<file path="src/rtl/uart_pkg.sv">
// Shared UART definitions: line FSM states, default timing constants and frame geometry.
// Imported by both the transmitter and the receiver.
package uart_pkg;

    typedef enum logic [1:0] {
        IDLE  = 2'd0,
        START = 2'd1,
        DATA  = 2'd2,
        STOP  = 2'd3
    } uart_state_e;

    localparam int UART_CLK_FREQ   = 50_000_000;
    localparam int UART_BAUD_RATE  = 115200;
    localparam int UART_FRAME_BITS = 10;
    localparam int UART_DATA_BITS  = 8;

    // Clock cycles per line bit; integer truncation is intentional.
    function automatic int bit_div(input int clk_freq, input int baud_rate);
        return clk_freq / baud_rate;
    endfunction

endpackage

</file>
<file path="src/rtl/uart_transmitter_if.sv">
// Byte handshake between a producer (master) and the UART transmitter buffer (slave).
interface uart_transmitter_if;
    import uart_pkg::*;

    logic [UART_DATA_BITS-1:0] tx_data;
    logic                      tx_valid;
    logic                      tx_ready;

    modport master (output tx_data, output tx_valid, input tx_ready);
    modport slave  (input tx_data, input tx_valid, output tx_ready);

endinterface

</file>
<file path="src/rtl/uart_tx_fifo.sv">
// Synchronous byte FIFO for the transmitter; head byte is readable without a pop.
// Full/empty come from the occupancy count, pointers wrap naturally (power-of-two depth).
module uart_tx_fifo
    import uart_pkg::*;
#(
    parameter int FIFO_DEPTH = 4
)
(
    input  logic                            clk,
    input  logic                            reset,
    input  logic                            push,
    input  logic [UART_DATA_BITS-1:0]       push_data,
    input  logic                            pop,
    output logic [UART_DATA_BITS-1:0]       pop_data,
    output logic                            full,
    output logic                            empty,
    output logic [$clog2(FIFO_DEPTH):0]     count
);

    localparam int AW = $clog2(FIFO_DEPTH);
    localparam int CW = AW + 1;

    logic [UART_DATA_BITS-1:0] mem_r [FIFO_DEPTH];
    logic [AW-1:0]             wr_ptr_r;
    logic [AW-1:0]             rd_ptr_r;
    logic [CW-1:0]             count_r;
    logic                      push_s;
    logic                      pop_s;

    assign full     = (count_r == CW'(FIFO_DEPTH));
    assign empty    = (count_r == CW'(0));
    assign push_s   = push && !full;
    assign pop_s    = pop && !empty;
    assign pop_data = mem_r[rd_ptr_r];
    assign count    = count_r;

    // Storage array; contents only matter once counted, so no reset.
    always_ff @(posedge clk) begin
        if (push_s) begin
            mem_r[wr_ptr_r] <= push_data;
        end
    end

    // Pointers and occupancy; simultaneous push and pop leave the count unchanged.
    always_ff @(posedge clk or posedge reset) begin
        if (reset) begin
            wr_ptr_r <= AW'(0);
            rd_ptr_r <= AW'(0);
            count_r  <= CW'(0);
        end else begin
            if (push_s) begin
                wr_ptr_r <= wr_ptr_r + AW'(1);
            end
            if (pop_s) begin
                rd_ptr_r <= rd_ptr_r + AW'(1);
            end
            case ({push_s, pop_s})
                2'b10:   count_r <= count_r + CW'(1);
                2'b01:   count_r <= count_r - CW'(1);
                default: count_r <= count_r;
            endcase
        end
    end

endmodule

</file>
<file path="src/rtl/uart_transmitter.sv">
// Buffered 8N1 UART transmitter: byte FIFO feeding a registered-output line FSM.
// Frames run back-to-back while bytes are buffered; TxD idles high.
module uart_transmitter
    import uart_pkg::*;
#(
    parameter int CLK_FREQ   = UART_CLK_FREQ,
    parameter int BAUD_RATE  = UART_BAUD_RATE,
    parameter int FIFO_DEPTH = 4
)
(
    input  logic                        clk,
    input  logic                        reset,
    uart_transmitter_if.slave           tx_if,
    output logic                        TxD,
    output logic                        tx_busy,
    output logic [$clog2(FIFO_DEPTH):0] fifo_count
);

    localparam int                BIT_DIV   = bit_div(CLK_FREQ, BAUD_RATE);
    localparam int                BW        = (BIT_DIV > 1) ? $clog2(BIT_DIV) : 1;
    localparam logic [BW-1:0]     BAUD_LAST = BW'(BIT_DIV - 1);

    uart_state_e               state_r;
    logic [BW-1:0]             baud_cnt_r;
    logic [2:0]                bit_cnt_r;
    logic [UART_DATA_BITS-1:0] shift_r;
    logic                      txd_r;
    logic                      busy_r;

    logic                      bit_end_s;
    logic                      pop_s;
    logic                      fifo_full_s;
    logic                      fifo_empty_s;
    logic [UART_DATA_BITS-1:0] fifo_data_s;

    uart_tx_fifo #(.FIFO_DEPTH(FIFO_DEPTH)) u_fifo (
        .clk       (clk),
        .reset     (reset),
        .push      (tx_if.tx_valid),
        .push_data (tx_if.tx_data),
        .pop       (pop_s),
        .pop_data  (fifo_data_s),
        .full      (fifo_full_s),
        .empty     (fifo_empty_s),
        .count     (fifo_count)
    );

    assign tx_if.tx_ready = !fifo_full_s;
    assign bit_end_s      = (baud_cnt_r == BAUD_LAST);
    assign TxD            = txd_r;
    assign tx_busy        = busy_r;

    // Head byte leaves the FIFO on the cycle a frame is launched.
    always_comb begin
        pop_s = 1'b0;
        case (state_r)
            IDLE:    pop_s = !fifo_empty_s;
            STOP:    pop_s = bit_end_s && !fifo_empty_s;
            default: pop_s = 1'b0;
        endcase
    end

    // Line FSM with baud/bit counters; TxD and tx_busy are registered alongside the state.
    always_ff @(posedge clk or posedge reset) begin
        if (reset) begin
            state_r    <= IDLE;
            baud_cnt_r <= BW'(0);
            bit_cnt_r  <= 3'd0;
            shift_r    <= 8'h00;
            txd_r      <= 1'b1;
            busy_r     <= 1'b0;
        end else begin
            case (state_r)
                IDLE: begin
                    baud_cnt_r <= BW'(0);
                    bit_cnt_r  <= 3'd0;
                    if (!fifo_empty_s) begin
                        state_r <= START;
                        shift_r <= fifo_data_s;
                        txd_r   <= 1'b0;
                        busy_r  <= 1'b1;
                    end else begin
                        txd_r  <= 1'b1;
                        busy_r <= 1'b0;
                    end
                end
                START: begin
                    if (bit_end_s) begin
                        state_r    <= DATA;
                        baud_cnt_r <= BW'(0);
                        txd_r      <= shift_r[0];
                    end else begin
                        baud_cnt_r <= baud_cnt_r + BW'(1);
                    end
                end
                DATA: begin
                    if (bit_end_s) begin
                        baud_cnt_r <= BW'(0);
                        if (bit_cnt_r == 3'd7) begin
                            state_r <= STOP;
                            txd_r   <= 1'b1;
                        end else begin
                            bit_cnt_r <= bit_cnt_r + 3'd1;
                            shift_r   <= shift_r >> 1;
                            txd_r     <= shift_r[1];
                        end
                    end else begin
                        baud_cnt_r <= baud_cnt_r + BW'(1);
                    end
                end
                STOP: begin
                    if (bit_end_s) begin
                        baud_cnt_r <= BW'(0);
                        bit_cnt_r  <= 3'd0;
                        if (!fifo_empty_s) begin
                            state_r <= START;
                            shift_r <= fifo_data_s;
                            txd_r   <= 1'b0;
                        end else begin
                            state_r <= IDLE;
                            txd_r   <= 1'b1;
                            busy_r  <= 1'b0;
                        end
                    end else begin
                        baud_cnt_r <= baud_cnt_r + BW'(1);
                    end
                end
                default: begin
                    state_r    <= IDLE;
                    baud_cnt_r <= BW'(0);
                    bit_cnt_r  <= 3'd0;
                    txd_r      <= 1'b1;
                    busy_r     <= 1'b0;
                end
            endcase
        end
    end

endmodule

</file>
<file path="src/flat_wrapper.sv">
// flat-port wrapper written by rule: the top's interface ports become plain ports
module uart_transmitter_flat import uart_pkg::*;
#(
    parameter int CLK_FREQ   = UART_CLK_FREQ,
    parameter int BAUD_RATE  = UART_BAUD_RATE,
    parameter int FIFO_DEPTH = 4
)
  (clk, reset, TxD, tx_busy, fifo_count, tx_if_tx_data, tx_if_tx_valid, tx_if_tx_ready);
  uart_transmitter_if tx_if_i ();
  input  logic clk;
  input  logic reset;
  output logic TxD;
  output logic tx_busy;
  output logic [$clog2(FIFO_DEPTH):0] fifo_count;
  input wire logic [$bits(tx_if_i.tx_data)-1:0] tx_if_tx_data;
  input wire logic [$bits(tx_if_i.tx_valid)-1:0] tx_if_tx_valid;
  output wire logic [$bits(tx_if_i.tx_ready)-1:0] tx_if_tx_ready;
  assign tx_if_i.tx_data = tx_if_tx_data;
  assign tx_if_i.tx_valid = tx_if_tx_valid;
  assign tx_if_tx_ready = tx_if_i.tx_ready;
  uart_transmitter #(.CLK_FREQ(CLK_FREQ), .BAUD_RATE(BAUD_RATE), .FIFO_DEPTH(FIFO_DEPTH)) u_core (.clk(clk), .reset(reset), .tx_if(tx_if_i), .TxD(TxD), .tx_busy(tx_busy), .fifo_count(fifo_count));
endmodule
</file>
<file path="config.mk">
export PLATFORM = sky130hd
export DESIGN_NAME = uart_transmitter_flat
export DESIGN_NICKNAME = d
export VERILOG_FILES = /design/src/rtl/uart_pkg.sv /design/src/rtl/uart_transmitter_if.sv /design/src/rtl/uart_tx_fifo.sv /design/src/rtl/uart_transmitter.sv /design/src/flat_wrapper.sv
export SDC_FILE = /design/constraint.sdc
export NUM_CORES = 1
export LEC_CHECK = 0
export CORE_MARGIN = 3
export CORE_UTILIZATION = 61
export CTS_BUF_LIST = sky130_fd_sc_hd__clkbuf_2 sky130_fd_sc_hd__clkbuf_4 sky130_fd_sc_hd__clkbuf_8
export CTS_CLUSTER_SIZE = 40
export DETAILED_ROUTE_END_ITERATION = 16
export PLACE_DENSITY = 0.87
export SYNTH_ARGS = -nofsm -noshare
export SYNTH_HDL_FRONTEND = slang
export SYNTH_HIERARCHICAL = 1
export SYNTH_SLANG_ARGS = --single-unit
</file>
<file path="constraint.sdc">
create_clock -name clk -period 2.6 [get_ports clk]
set_input_delay 0.52 -clock clk [delete_from_list [all_inputs] [get_ports clk]]
set_output_delay 0.52 -clock clk [all_outputs]
set_load 0.05 [all_outputs]
</file>
Yosys cells after proc, flatten, opt, wreduce, memory -nomap -nowiden
Memory sizes are Yosys's and may differ from the RTL's.
Cells that the tools add are included.
{ "word_totals": {"inputBits": 11, "mem_bits_ro": 0, "regBits": 31, "output_inout_bits": 6, "ram_bits": 32, "mem_count": 1, "wordCells": 78, "latchBits": 0} }
{ "memory_table": {"columns": ["memory", "words", "width", "read_ports", "rd_clocked_by_memory_dff", "wr", "line_no", "text"], "rows": [
  ["u_core.u_fifo.mem_r", 4, 8, 1, 0, 1, "uart_tx_fifo.sv:23", "logic [UART_DATA_BITS-1:0] mem_r [FIFO_DEPTH];"]
]} }
{ "classes": {"eq_ne": 15, "bitwise_logic": 0, "n_reduce_logical": 15, "add_sub_neg": 6, "mul": 0, "n_lt_le_gt_ge": 0, "shift": 0, "muxes": 32, "div_mod_pow": 0} }
{ "ops": {"columns": ["cell", "count"], "rows": [
  ["8-bit two-way mux", 4],
  ["8-bit one-hot mux with 3 select lines", 1],
  ["9-bit one-hot mux with 2 select lines", 1],
  ["1-bit two-way mux", 11],
  ["2-bit two-way mux", 5],
  ["2-bit by 1-bit != test with 1-bit output, second input constant", 5],
  ["9-bit by 1-bit adder with 9-bit output, second input constant", 1],
  ["9-bit equality test, second input constant", 1],
  ["3-bit two-way mux", 3],
  ["9-bit two-way mux", 1],
  ["3-bit one-hot mux with 3 select lines", 1],
  ["2-bit one-hot mux with 4 select lines", 1],
  ["3-bit by 1-bit adder with 3-bit output, second input constant", 2],
  ["2-bit equality test, second input constant", 3],
  ["3-bit equality test, second input constant", 2],
  ["3-bit one-hot mux with 2 select lines", 1],
  ["3-bit AND reduction", 2],
  ["5-bit AND reduction", 1],
  ["2-bit by 1-bit adder with 2-bit output, second input constant", 2],
  ["2-bit by 1-bit equality test with 1-bit output, second input constant", 2],
  ["2-bit != test, second input constant", 2],
  ["1-bit one-hot mux with 2 select lines", 2],
  ["1-bit one-hot mux with 4 select lines", 1],
  ["4-bit AND reduction", 1],
  ["8 further kinds", 12]
]} }

Longest topological paths before layout
{ "logic_depth": {"depth_word": 7, "mapped_depth": 12, "depth_no_buf": 12} }

By module
Netlist, hierarchy kept.
{ "modules_own_cells": {"columns": ["mod", "cells_per_inst", "instances", "area_each_um2", "seq_area_each_um2"], "rows": [
  ["uart_tx_fifo", 80, 1, 1596.5, 1136.1],
  ["uart_transmitter", 131, 1, 1353.8, 601.8]
]} }

Least setup slack after synthesis
No wires, ideal clock.
{ "synth_path": {"path_type": "register -> register", "start": "register u_core.u_fifo.count_r[0], in the netlist u_core/u_fifo/count[0]", "end": "register u_core.u_fifo.count_r[2], in the netlist u_core/u_fifo/count[2]", "required_time_ns": 2.518, "path_slack_ns": 0.199, "stages_incl_launch_ff": 10, "synth_period_minus_slack_ns": 2.401, "path_buffers": 0, "t_arrival_ns": 2.319, "setup_ns": 0.082, "path_cell_list": "dfrtp_1 -> nor3_1 -> nor3_1 -> o31a_2 -> ha_1 -> inv_1 -> fa_1 -> xor2_1 -> nor2_1 -> xor2_1"} }
{ "synth_via": {"elab_chain_len": 7, "elab_cells_between_ends": 14, "classes_between": "add/sub: 2; eq/ne: 3; mux: 2; reduce/logical: 7"} }
{ "synth_lines": {"columns": ["element", "line_no", "text"], "rows": [
  ["start: declaration", "uart_tx_fifo.sv:26", "logic [CW-1:0] count_r;"],
  ["start signal: assignment", "uart_tx_fifo.sv:58", "2'b10: count_r <= count_r + CW'(1);"],
  ["start signal: assignment", "uart_tx_fifo.sv:59", "2'b01: count_r <= count_r - CW'(1);"],
  ["start signal: assignment", "uart_tx_fifo.sv:60", "default: count_r <= count_r;"],
  ["3-bit zero test *", "uart_tx_fifo.sv:31", "assign empty = (count_r == CW'(0));"],
  ["net u_core.fifo_empty_s", "uart_transmitter.sv:33", "logic fifo_empty_s;"],
  ["1-bit zero test *", "uart_transmitter.sv:57, uart_transmitter.sv:58", null],
  ["1-bit logical AND", "uart_transmitter.sv:58", "STOP: pop_s = bit_end_s && !fifo_empty_s;"],
  ["1-bit one-hot mux with 2 select lines *", "uart_transmitter.sv:56", "case (state_r)"],
  ["net u_core.pop_s", "uart_transmitter.sv:31", "logic pop_s;"],
  ["1-bit logical AND *", "uart_tx_fifo.sv:33", "assign pop_s = pop && !empty;"],
  ["net u_core.u_fifo.pop_s", "uart_tx_fifo.sv:28", "logic pop_s;"],
  ["2-bit by 1-bit equality test with 1-bit output / 2-bit equality test (equally long branches)", "uart_tx_fifo.sv:57", "case ({push_s, pop_s})"],
  ["3-bit one-hot mux with 2 select lines / 2-bit nonzero test (equally long branches)", null, null]
]} }
Mark *: on every way through the listed nets, which the timed path passes. The rest lies on a longest branch.
A chain may end at the register's enable or synchronous reset.

Worst setup path in the final report
{ "layout_path": {"start": "register u_core.baud_cnt_r[1]", "end": "register u_core.u_fifo.count_r[2], in the netlist u_core/u_fifo/count[2]"} }
{ "layout_via": {"elab_chain_len": 6, "elab_cells_between_ends": 8, "classes_between": "eq/ne: 3; mux: 2; reduce/logical: 3"} }
{ "layout_lines": {"columns": ["element", "line_no", "text"], "rows": [
  ["start: declaration", "uart_transmitter.sv:24", "logic [BW-1:0] baud_cnt_r;"],
  ["start signal: assignment", "uart_transmitter.sv:93", "baud_cnt_r <= baud_cnt_r + BW'(1);"],
  ["start signal: assignment", "uart_transmitter.sv:108", "baud_cnt_r <= baud_cnt_r + BW'(1);"],
  ["start signal: assignment", "uart_transmitter.sv:125", "baud_cnt_r <= baud_cnt_r + BW'(1);"],
  ["9-bit equality test *", "uart_transmitter.sv:49", "assign bit_end_s = (baud_cnt_r == BAUD_LAST);"],
  ["1-bit logical AND *", "uart_transmitter.sv:58", null],
  ["1-bit one-hot mux with 2 select lines *", "uart_transmitter.sv:56", null],
  ["net u_core.pop_s", "uart_transmitter.sv:31", null],
  ["1-bit logical AND *", "uart_tx_fifo.sv:33", null],
  ["net u_core.u_fifo.pop_s", "uart_tx_fifo.sv:28", null],
  ["2-bit by 1-bit equality test with 1-bit output / 2-bit equality test (equally long branches)", "uart_tx_fifo.sv:57", null],
  ["3-bit one-hot mux with 2 select lines / 2-bit nonzero test (equally long branches)", null, null]
]} }
Marks and branches as above.

==> impl_metrics.env <==
export IMPL_die_h_um=75.5
export IMPL_start_util_pct=65.5
export IMPL_placeableCoreArea_um2=4500
export IMPL_yosysTopAreaCellShare_pct=32.6
export IMPL_critPathLaunchType="flip-flop"
export IMPL_irDropWorstVdd_mv=0.650
export IMPL_reg2reg_setup_slack_ns=0.15
export IMPL_yosysWarnings=6
export IMPL_cts_root_buf="clkbuf_8"
export IMPL_tightestPinTransition_ns=0.493
export IMPL_fin_tns_setup_ns=0
export IMPL_rsz0062_at_grt="no"
export IMPL_gp_congestion=0.823
export IMPL_clk_latency_ns=0.33
export IMPL_totalWireLength_um=4830
export IMPL_arrival_ns=2.71
export IMPL_seq_area_um2=1740
export IMPL_fin_nets=268
export IMPL_setup_viol=0
export IMPL_routedWlPerCell_um=16.2
export IMPL_syn_inst=211
export IMPL_fill_cells=263
export IMPL_grt_first_pass_wirelength_um=7940
export IMPL_p_leak_nw=1.39
export IMPL_holdWs_ns=0.445
export IMPL_slew_headroom_pct=67.0
export IMPL_endpoint="u_core/u_fifo/count[2]"
export IMPL_powerDensity_nw_per_um2=1240
export IMPL_period_needed_ns=2.45
export IMPL_ctsLongestPathBuffers=2
export IMPL_firstDrtPassIters=4
export IMPL_worstSetupPathType="flip-flop to flip-flop"
export IMPL_worstPathRequired_ns=2.86
export IMPL_vias=1677
export IMPL_layout_drive_gt1_share_pct=23.2
export IMPL_io_buffers=16
export IMPL_status="finished clean"
export IMPL_final_cell_mix="edfxtp_1 (32), dfrtp_1 (30), nor2_1 (18)"
export IMPL_timing_rr_end="u_core/u_fifo/count[2]"
export IMPL_grt_overflow_total=0
export IMPL_dp_hpwl_um=3320
export IMPL_cts_max_level=3
export IMPL_antenna_left=0
export IMPL_multi_input_area_um2=1150
export IMPL_fin_cells=298
export IMPL_path_clk_slew_ns=0.07
export IMPL_ys_seq_area_share_pct=58.9
export IMPL_antenna_found_initial=0
export IMPL_cts_tree="done"
export IMPL_dp_cells=279
export IMPL_grt_usage_pct=19.3
export IMPL_synth_nets=238
export IMPL_clock_skew_ns=0.00687
export IMPL_clock_sinks=63
export IMPL_layout_commonest_cell="edfxtp_1"
export IMPL_synth_area_leaders="edfxtp_1 (33%), dfrtp_1 (25%), ha_1 (6.4%)"
export IMPL_timing_final_crit_share_pct=94.3
export IMPL_slew_violations=0
export IMPL_drt_iter0_markers=112
export IMPL_synth_top_area_cell="edfxtp_1"
export IMPL_holdBufCountCts=0
export IMPL_io_pins=17
export IMPL_via_per_inst=5.63
export IMPL_grt_pass1_vias=1728
export IMPL_drc=0
export IMPL_startpoint="u_core/baud_cnt_r[1]"
export IMPL_rr_worst_depth=12
export IMPL_timing_fmax_mhz=408
export IMPL_synthToLayoutAreaGrowth_pct=17.0
export IMPL_syn_area_um2=2950
export IMPL_numCtsBuffers=9
export IMPL_path_max_fanout=3
export IMPL_ys_ff_latch=63
export IMPL_yosysUniqueCellTypes=42
export IMPL_report_final_hold_viol_count=0
export IMPL_hp_class="input pin to asynchronous set/reset pin"
export IMPL_rr_startpoint="u_core/baud_cnt_r[1]"
export IMPL_antenna_cells=0
export IMPL_rows=24
export IMPL_end_kind="flip-flop"
export IMPL_maxCapViolations=0
export IMPL_grt_start_max_net_pins=25
export IMPL_fp_dieW_um=75.5
export IMPL_synth_avg_cell_area_um2=14.0
export IMPL_die_area_um2=5710
registers in the layout (all words and copies together) (netlist names), 2 cells and up:
signal / flops
u_core/u_fifo/rd_ptr_r: 2
u_core/u_fifo/mem_r: 32
u_core/baud_cnt_r: 9
u_core/state_r: 2
u_core/u_fifo/count: 3
u_core/u_fifo/wr_ptr_r: 2
u_core/bit_cnt_r: 3
u_core/shift_r: 8
synthesized netlist by cell type (all sizes together):
| library cell | number |
|---|---|
| and3 | 2 |
| dfrtp | 30 |
| fa | 1 |
| ha | 15 |
| nor2 | 18 |
| inv | 15 |
| dfstp | 1 |
| and4 | 1 |
| nand2 | 6 |
| mux2i | 9 |
| mux4 | 8 |
| o31a | 1 |
| o21ba | 1 |
| o22ai | 1 |
| nand4 | 2 |
| nor3b | 1 |
| a221oi | 1 |
| xnor2 | 8 |
| mux2 | 4 |
| edfxtp | 32 |
| and2 | 4 |
| a22o | 2 |
| a211oi | 2 |
| nor4b | 1 |
| or3 | 1 |
| clkbuf | 2 |
| nor2b | 1 |
| nor3 | 3 |
| buf | 4 |
| xor2 | 5 |
| nand2b | 1 |
| a31oi | 10 |
| or4b | 1 |
| and2b | 2 |
| nand3 | 3 |
| o21ai | 3 |
| a21oi | 9 |
cell type report:
class,count,share of cell area (%)
inverter,15,1.63
clock inverter,6,2.47
timing repair buffer,25,6.60
tap,52,1.89
sequential,63,50.4
clock buffer,10,3.81
multi-input combinational,127,33.2
critical path, stage by stage, from the launching register on:
cell and delay (ns):
dfrtp_1 0.40, inv_1 0.06, ha_1 0.16, and4_4 0.22, a31oi_1 0.11, nor3_2 0.20
o31a_2 0.19, ha_1 0.18, inv_1 0.07, fa_1 0.37, xor2_1 0.15, nor2_1 0.12
xor2_1 0.15
where the power goes:
group	internal (W)	switching, W	leakage (nW)	total [W]
clock network	0.000547	0.000364	0.106	0.000910
logic	0.000809	0.000961	0.612	0.00177
registers	0.00136	0.000248	0.669	0.00161
total	0.00272	0.00157	1.39	0.00429
worst min-delay path by stage:
stage                                            to  slack, ns  cells past startpoint                 from
after floorplan              u_core/u_fifo/count[0]       0.32                      1                reset
final                     u_core/u_fifo/wr_ptr_r[1]       0.45                      2                reset
after global routing         u_core/u_fifo/count[1]       0.46                      2                reset
after CTS                    u_core/u_fifo/count[1]       0.44                      2                reset
after detailed placement        u_core/bit_cnt_r[1]       0.50                      1  u_core/bit_cnt_r[1]
after global placement          u_core/bit_cnt_r[1]       0.49                      1  u_core/bit_cnt_r[1]
kinds of logic after synthesis:
group                      after synthesis  share of synthesized area [%]
AOI/OAI and AO/OA                       30                           7.04
xor gates and xnor gates                13                           3.86
adders and majority gates               16                           7.04
buffers and inverters                   21                           3.14
DFF                                     63                           58.9
muxes                                   21                           10.9
and+or+nand+nor                         47                           9.08
stage by stage:
step | power (W) | utilization, % | area (um^2) | setup WS, ns
finish | 0.00429 | 76.6 | 3450 | 0.148
detailed placement | 0.00332 | 70.7 | 3180 | 0.0763
global placement | 0.00326 | 70.7 | 3180 | 0.183
global route | 0.00459 | 76.6 | 3450 | 0.00149
CTS | 0.00425 | 75.5 | 3400 | 0.0576
floorplan | 0.00294 | - | 2950 | 0.199
routing by layer:
metal	GRT usage, %	part of all wire, %
met1	24.1	44
met2	31.8	52
met3	5.80	2.7
met4	7.77	0.93
met5	0	0
repair_timing:
action | 4_1_cts | 5_1_grt
buffers inserted | 0 | 3
resized for setup | 0 | 8
endpoints found under the setup margin | 0 | 1
No activity file was read; power rests on OpenSTA's default activity.
